===== src/rtl/load_store_unit.sv =====
// RV32I load/store unit: one request at a time, word-organised data memory,
// sub-word load extraction and read-modify-write merging for SB/SH.
module load_store_unit #(
    parameter int unsigned ADDR_W = 32
) (
    input  logic              clk,
    input  logic              reset,
    input  logic              req,
    input  logic              is_store,
    input  logic [2:0]        funct3,
    input  logic [ADDR_W-1:0] addr,
    input  logic [31:0]       store_data,
    output logic              busy,
    output logic              done,
    output logic              err,
    output logic [31:0]       load_data,
    output logic [ADDR_W-1:0] mem_addr,
    output logic [31:0]       mem_wdata,
    output logic              mem_read_en,
    output logic              mem_write_en,
    input  logic [31:0]       mem_rdata
);

    typedef enum logic [1:0] {
        S_IDLE,
        S_READ,
        S_WRITE,
        S_DONE
    } state_t;

    state_t              r_state;
    state_t              w_next;
    logic                r_is_store;
    logic [2:0]          r_funct3;
    logic [ADDR_W-1:0]   r_addr;
    logic [31:0]         r_store_data;
    logic [31:0]         r_rword;
    logic [31:0]         r_load_data;
    logic                r_err;
    logic                w_err_cond;
    logic [31:0]         w_lane;
    logic [31:0]         w_load_ext;
    logic [31:0]         w_merge;

    always_comb begin
        w_err_cond = 1'b0;
        if (is_store)
            w_err_cond = (funct3 > 3'd2);
        else
            w_err_cond = (funct3 == 3'd3) || (funct3 == 3'd6) || (funct3 == 3'd7);
        if (((funct3 == 3'd1) || (funct3 == 3'd5)) && addr[0])
            w_err_cond = 1'b1;
        if ((funct3 == 3'd2) && (addr[1:0] != 2'b00))
            w_err_cond = 1'b1;
    end

    always_comb begin
        w_next = r_state;
        case (r_state)
            S_IDLE: begin
                if (req) begin
                    if (w_err_cond)
                        w_next = S_DONE;
                    else if (is_store && (funct3 == 3'd2))
                        w_next = S_WRITE;
                    else
                        w_next = S_READ;
                end
            end
            S_READ:  w_next = r_is_store ? S_WRITE : S_DONE;
            S_WRITE: w_next = S_DONE;
            S_DONE:  w_next = S_IDLE;
            default: w_next = S_IDLE;
        endcase
    end

    // Lane shifted down to bit 0, then extended according to the width code.
    always_comb begin
        w_lane     = mem_rdata >> {r_addr[1:0], 3'b000};
        w_load_ext = mem_rdata;
        case (r_funct3)
            3'd0:    w_load_ext = {{24{w_lane[7]}}, w_lane[7:0]};
            3'd1:    w_load_ext = {{16{w_lane[15]}}, w_lane[15:0]};
            3'd4:    w_load_ext = {24'd0, w_lane[7:0]};
            3'd5:    w_load_ext = {16'd0, w_lane[15:0]};
            default: w_load_ext = mem_rdata;
        endcase
    end

    always_comb begin
        w_merge = r_rword;
        case (r_funct3)
            3'd0: begin
                case (r_addr[1:0])
                    2'd0:    w_merge[7:0]   = r_store_data[7:0];
                    2'd1:    w_merge[15:8]  = r_store_data[7:0];
                    2'd2:    w_merge[23:16] = r_store_data[7:0];
                    default: w_merge[31:24] = r_store_data[7:0];
                endcase
            end
            3'd1: begin
                if (r_addr[1])
                    w_merge[31:16] = r_store_data[15:0];
                else
                    w_merge[15:0]  = r_store_data[15:0];
            end
            default: w_merge = r_store_data;
        endcase
    end

    always_ff @(posedge clk or negedge reset) begin
        if (!reset) begin
            r_state      <= S_IDLE;
            r_is_store   <= 1'b0;
            r_funct3     <= '0;
            r_addr       <= '0;
            r_store_data <= '0;
            r_rword      <= '0;
            r_load_data  <= '0;
            r_err        <= 1'b0;
        end else begin
            r_state <= w_next;
            // Error flag is only ever set on the edge that moves IDLE straight to DONE.
            r_err   <= (r_state == S_IDLE) && req && w_err_cond;
            if ((r_state == S_IDLE) && req) begin
                r_is_store   <= is_store;
                r_funct3     <= funct3;
                r_addr       <= addr;
                r_store_data <= store_data;
            end
            if (r_state == S_READ) begin
                r_rword <= mem_rdata;
                if (!r_is_store)
                    r_load_data <= w_load_ext;
            end
        end
    end

    assign busy         = (r_state != S_IDLE);
    assign done         = (r_state == S_DONE);
    assign err          = r_err;
    assign load_data    = r_load_data;
    assign mem_addr     = {r_addr[ADDR_W-1:2], 2'b00};
    assign mem_read_en  = (r_state == S_READ);
    assign mem_write_en = (r_state == S_WRITE);
    assign mem_wdata    = (r_state == S_WRITE) ? w_merge : '0;

endmodule


===== config.mk =====
export PLATFORM = sky130hd
export DESIGN_NAME = load_store_unit
export DESIGN_NICKNAME = d
export VERILOG_FILES = /design/src/rtl/load_store_unit.sv
export SDC_FILE = /design/constraint.sdc
export NUM_CORES = 1
export LEC_CHECK = 0
export ABC_AREA = 1
export CORE_UTILIZATION = 45
export CTS_CLUSTER_SIZE = 25
export DETAILED_ROUTE_END_ITERATION = 10
export PLACE_DENSITY = 0.83
export SETUP_SLACK_MARGIN = 0.5
export SLEW_MARGIN = 30
export SYNTH_ARGS = -nofsm -noshare
export SYNTH_HDL_FRONTEND = slang
export SYNTH_SLANG_ARGS = --single-unit

===== constraint.sdc =====
create_clock -name clk -period 4.3 [get_ports clk]
set_input_delay 0.86 -clock clk [delete_from_list [all_inputs] [get_ports clk]]
set_output_delay 0.86 -clock clk [all_outputs]
set_load 0.01 [all_outputs]

Word level (Yosys, flattened, before mapping)
Cells that the tools add are included.
{ "word_totals": {"out_inout_bits": 101, "in_bits": 103, "regBits": 135, "elab_cells": 58} }
{ "op_classes": {"n_reduce_logical": 15, "bitwise": 1, "n_eq_ne": 15, "mux": 17, "shifts": 1, "n_lt_le_gt_ge": 1} }
{ "ops": {"columns": ["operator", "n"], "rows": [
  ["$pmux 32 s4", 1],
  ["$pmux 32 s2", 1],
  ["$mux 16", 2],
  ["$mux 32", 1],
  ["$mux 8", 4],
  ["$shr 32x5->16", 1],
  ["$eq 3x3->1 const B", 5],
  ["$pmux 2 s4", 1],
  ["$eq 2x2->1 const B", 3],
  ["$eq 3x1->1 const B", 2],
  ["$eq 3x2->1 const B", 2],
  ["$mux 2", 3],
  ["$logic_and 1x1->1", 5],
  ["$eq 2x1->1 const B", 2],
  ["$logic_not 2->1", 2],
  ["$mux 1", 4],
  ["$reduce_bool 2->1", 2],
  ["$gt 3x2->1 const B", 1],
  ["$logic_not 3->1", 1],
  ["$logic_or 1x1->1", 3],
  ["$reduce_or 3->1", 1],
  ["$ne 2x2->1 const B", 1],
  ["$reduce_and 2->1", 1],
  ["$not 1->1", 1]
]} }

Depth between registers and ports, before layout
{ "depth": {"word_depth": 9, "ltp_mapped": 12, "ltp_nobuf": 9} }

Worst setup path before layout
Ideal clock, no wire load.
{ "synth_path": {"kind": "reg2out", "startpoint": "register r_state[0]", "endpoint": "output port mem_wdata[4]", "path_buffers": 1, "stages_incl_launch_ff": 6, "slack_ps": 2052, "arrival_time_ps": 1388, "t_required_ps": 3440, "path_cell_list": "dfrtp_1 inv_1 ha_1 clkbuf_1 o21ai_0 a21oi_1"} }
{ "synth_via": {"elab_chain_len": 2} }
{ "synth_rtl": {"columns": ["item", "line_no", "source"], "rows": [
  ["from (decl)", "31", "state_t r_state;"],
  ["from (signal assigned)", "122", "r_state <= w_next;"],
  ["$eq 2x2->1", null, null],
  ["via mem_write_en", "20", "output logic mem_write_en,"],
  ["$mux 32", "146", "assign mem_wdata = (r_state == S_WRITE) ? w_merge : '0;"],
  ["to (decl)", "18", "output logic [31:0] mem_wdata,"]
]} }
The timed path passes the listed nets, and every way through them passes these cells.

Final worst setup path
{ "layout_path": {"startpoint": "register r_funct3[1]", "endpoint": "output port mem_wdata[31]"} }
{ "layout_via": {"elab_chain_len": 3, "word_cells_on_any_way": 4, "classes_between": "1 x eq/ne; 2 x mux; 1 x reduce/logical"} }
{ "layout_rtl": {"columns": ["item", "line_no", "source"], "rows": [
  ["from (decl)", "34", "logic [2:0] r_funct3;"],
  ["from (signal assigned)", "127", "r_funct3 <= funct3;"],
  ["$eq 3x1->1 or $logic_not 3->1 (tied branches)", "92", "case (r_funct3)"],
  ["$pmux 32 s2 (*)", "92", null],
  ["$mux 32 (*)", "146", null]
]} }
Every way passes the cells marked *; elsewhere a longest branch is shown, timed or not.

==> impl_results.md <==
* Yosys cell types at 29
* Final WL at about 22000 um
* Tot Pwr at ~8000 uW
* Share of the synthesized area in the top cell type at between 40% and 50%
* Cells after synthesis at 921
* Core ar. at 0.0161 sq mm
* CP delay by family, top: simple AND/OR/NAND/NOR gates
* Critical R2R Launch: r_funct3[1]
* Max clock buf depth at 2
* Routability Congestion at 0.913
* Initial antenna violation count at 0
* Crit path capture type: output port
* Top cells by area, synth: dfrtp_1 (45%), nand2_1 (11%), mux2_2 (8.2%)
* Layout Skew at about 0.0066 ns
* Placed cell areas at 0.00935 sq mm
* Largest area contributor in the synthesized netlist: dfrtp_1
* Worst-path fanout max at 36
* Via density at 5.40
* Vias in the first global route at about 6800
* Worst setup path class: register to output port
* Core Rows at 46
* CTS tree: done
* CP startpoint: r_funct3[1]
* PwrDens at 796 mW/mm^2
* Layout area overhead at 32.9%
* Layout cells sized above 1 at 12.8%
* Clock latency on the worst-skew pair at around 0.42 ns
* Remaining antenna violation count at 0
* Global-route wire length before repair at 35100 um
* Overall Global Routing Usage at about a quarter
* Pin count of the biggest net entering global routing at 117
* Seq/Total Area, Yosys at ~45%
* Routed length per instance at 16.9 um
* RSZ-0062 raised after global routing: false
* Commonest non-fill, non-tap cells in the layout: nand2_1 (226), clkdlybuf4s50_1 (200), dfrtp_1 (133)
* # IOs at 204
* Mapped Area at 0.00753 sq mm
* Initial core utilization at 46.7%
* Finished Cell Area at 0.0100 sq mm
* Syn avg cell area at about 8.2 sq um
* Clk sinks at 135
* Remaining DRCs at 0
* Placed wire-length estimate at roughly 15000 um
* Die ar. at about 0.017 sq mm
* Largest stage delay on the critical path at 0.55 ns
* Final net count at around 1200
* CTS clk-pin slew, worst paths at approximately 0.06 ns
* Synth warnings at 0
* Max-Cap Viols at 0
* Fmax at 273 MHz
* CP max-delay cell: dfrtp_2
* Final worst path period share at between 80% and 90%
* Worst Tran Pin Value at 0.651 ns
* Filler cells at 1346
* Hold Path Class: input pin to asynchronous set/reset pin
* CP required at 3.44 ns
* Setup TNS Final at 0 ns
* Max-slew headroom at 56.5%
* Final core utilization at 62.1%
* Final Hold Fails at 0
* Status: finished, final reports clean
* # diodes at 0
* CTS H-tree lvls at 4
* Cts bufs inserted at 17
* LEAKAGE at 0.00463 uW
* Horiz. Die Dim at 131 um
* Port Buffers at 201
* Iter 0 DRT Violations at 567
* Die height at approximately 130 um
* TritonRoute pass-1 iters at 5
* Crit-path cells: inv_2 > nand2_4 > nor2_4 > o211ai_1 > nand3_1 > nand2_1 > inv_1 > clkdlybuf4s50_1
* Crit path DAT at 2.80 ns
* Startpoint Class: register
* Commonest non-fill, non-tap cell in the layout: nand2_1
* VDD IR-drop max at 0.395 mV
* Finish-stage setup viols at 0
* Via count at around 7000
* Grt ovf at 0
* Hold_ws at between 0.2 and 0.3 ns
* Final Critical Period at 3.66 ns
* Clk root buf: clkbuf_16
* CP bufs+invs at 3
* Slew Viols, Final at 0
* Flops & latches, synth at 135
[per-layer routing]
| layer | GRT usage, % | vias up | share of wire, % |
|---|---|---|---|
| li1 | - | 3271 | - |
| met1 | 31.7 | 3251 | 38 |
| met2 | 42.0 | 401 | 48 |
| met3 | 8.26 | 81 | 11 |
| met4 | 12.4 | 0 | 3.7 |
| met5 | 0 | - | 0 |
[per-stage QoR]
step | setup slack, ns | cells
finish | 0.639 | 1298
global route | 0.528 | 1298
CTS | 0.525 | 1296
detailed placement | 0.906 | 1262
global placement | 0.953 | 1262
floorplan | 2.05 | 922
[where the power goes]
group / switching [uW] / internal, uW
clock network: 541 / 887
registers: 404 / 1920
logic: 2330 / 1890
[worst paths after layout]
check	to	cells after the start	slack, ns
max reg2reg	load_data[19]	8	2.20
min reg2reg	load_data[10]	2	0.48
max	mem_wdata[31]	8	0.64
min	r_store_data[8]	1	0.29
min in group clk	load_data[10]	2	0.48
max in group asynchronous	r_addr[27]	3	3.01
[cell usage after synthesis]
master / number
nor2_4: 1
buf_6: 8
buf_1: 2
mux2_2: 55
clkbuf_1: 21
nand3_1: 95
buf_4: 37
nand2_2: 3
nor3_1: 1
conb_1: 1
inv_1: 79
nand3_2: 1
buf_2: 17
o21ai_0: 48
o211ai_2: 1
nor2_1: 61
a21oi_1: 50
a31oi_1: 17
nor2_8: 2
nand2_1: 227
dfrtp_1: 135
nand4_1: 1
inv_2: 5
nor2_2: 2
or2_2: 16
ha_1: 5
clkinv_1: 1
nand2_4: 5
o211ai_1: 24
[worst reg2reg max path, delay by kind of cell (launching register included)]
kind | cells | cell delay, ns
buffers and inverters | 3 | 0.34
DFF | 1 | 0.61
and+or+nand+nor | 5 | 1.07
[sequential cells by signal (all words and copies together), names as in the netlist]
signal	cells
load_data	32
r_is_store	1
err	1
r_funct3	3
r_rword	32
r_state	2
r_store_data	32
r_addr	32
[kinds of logic after synthesis]
family | after synthesis | synth area share, %
and+or+nand+nor | 415 | 24.1
buffers and inverters | 170 | 11.4
AOI/OAI and AO/OA | 140 | 10.5
DFF | 135 | 44.9
muxes | 55 | 8.23
adders and majority gates | 5 | 0.831
other | 1 | 0.0498
[area by class of cell]
type / count / area [sq um] / area share, %
clock buffers: 26 / 519 / 5.19
flip-flops and latches: 135 / 3380 / 33.8
clock inverters: 6 / 63.8 / 0.638
multi-input cells: 619 / 3340 / 33.4
well taps: 216 / 270 / 2.70
repair buffers: 211 / 2110 / 21.1
inverters: 85 / 322 / 3.21
[what timing repair did]
action | in CTS | in global routing
buffers inserted | 0 | 1
endpoints found under the setup margin | 1 | 30
hold buffers | 0 | 0
resized for setup | 0 | 4
cloned | 2 | 0
pin swaps | 2 | 2
Note: power is estimated with default switching activity, not from simulation.
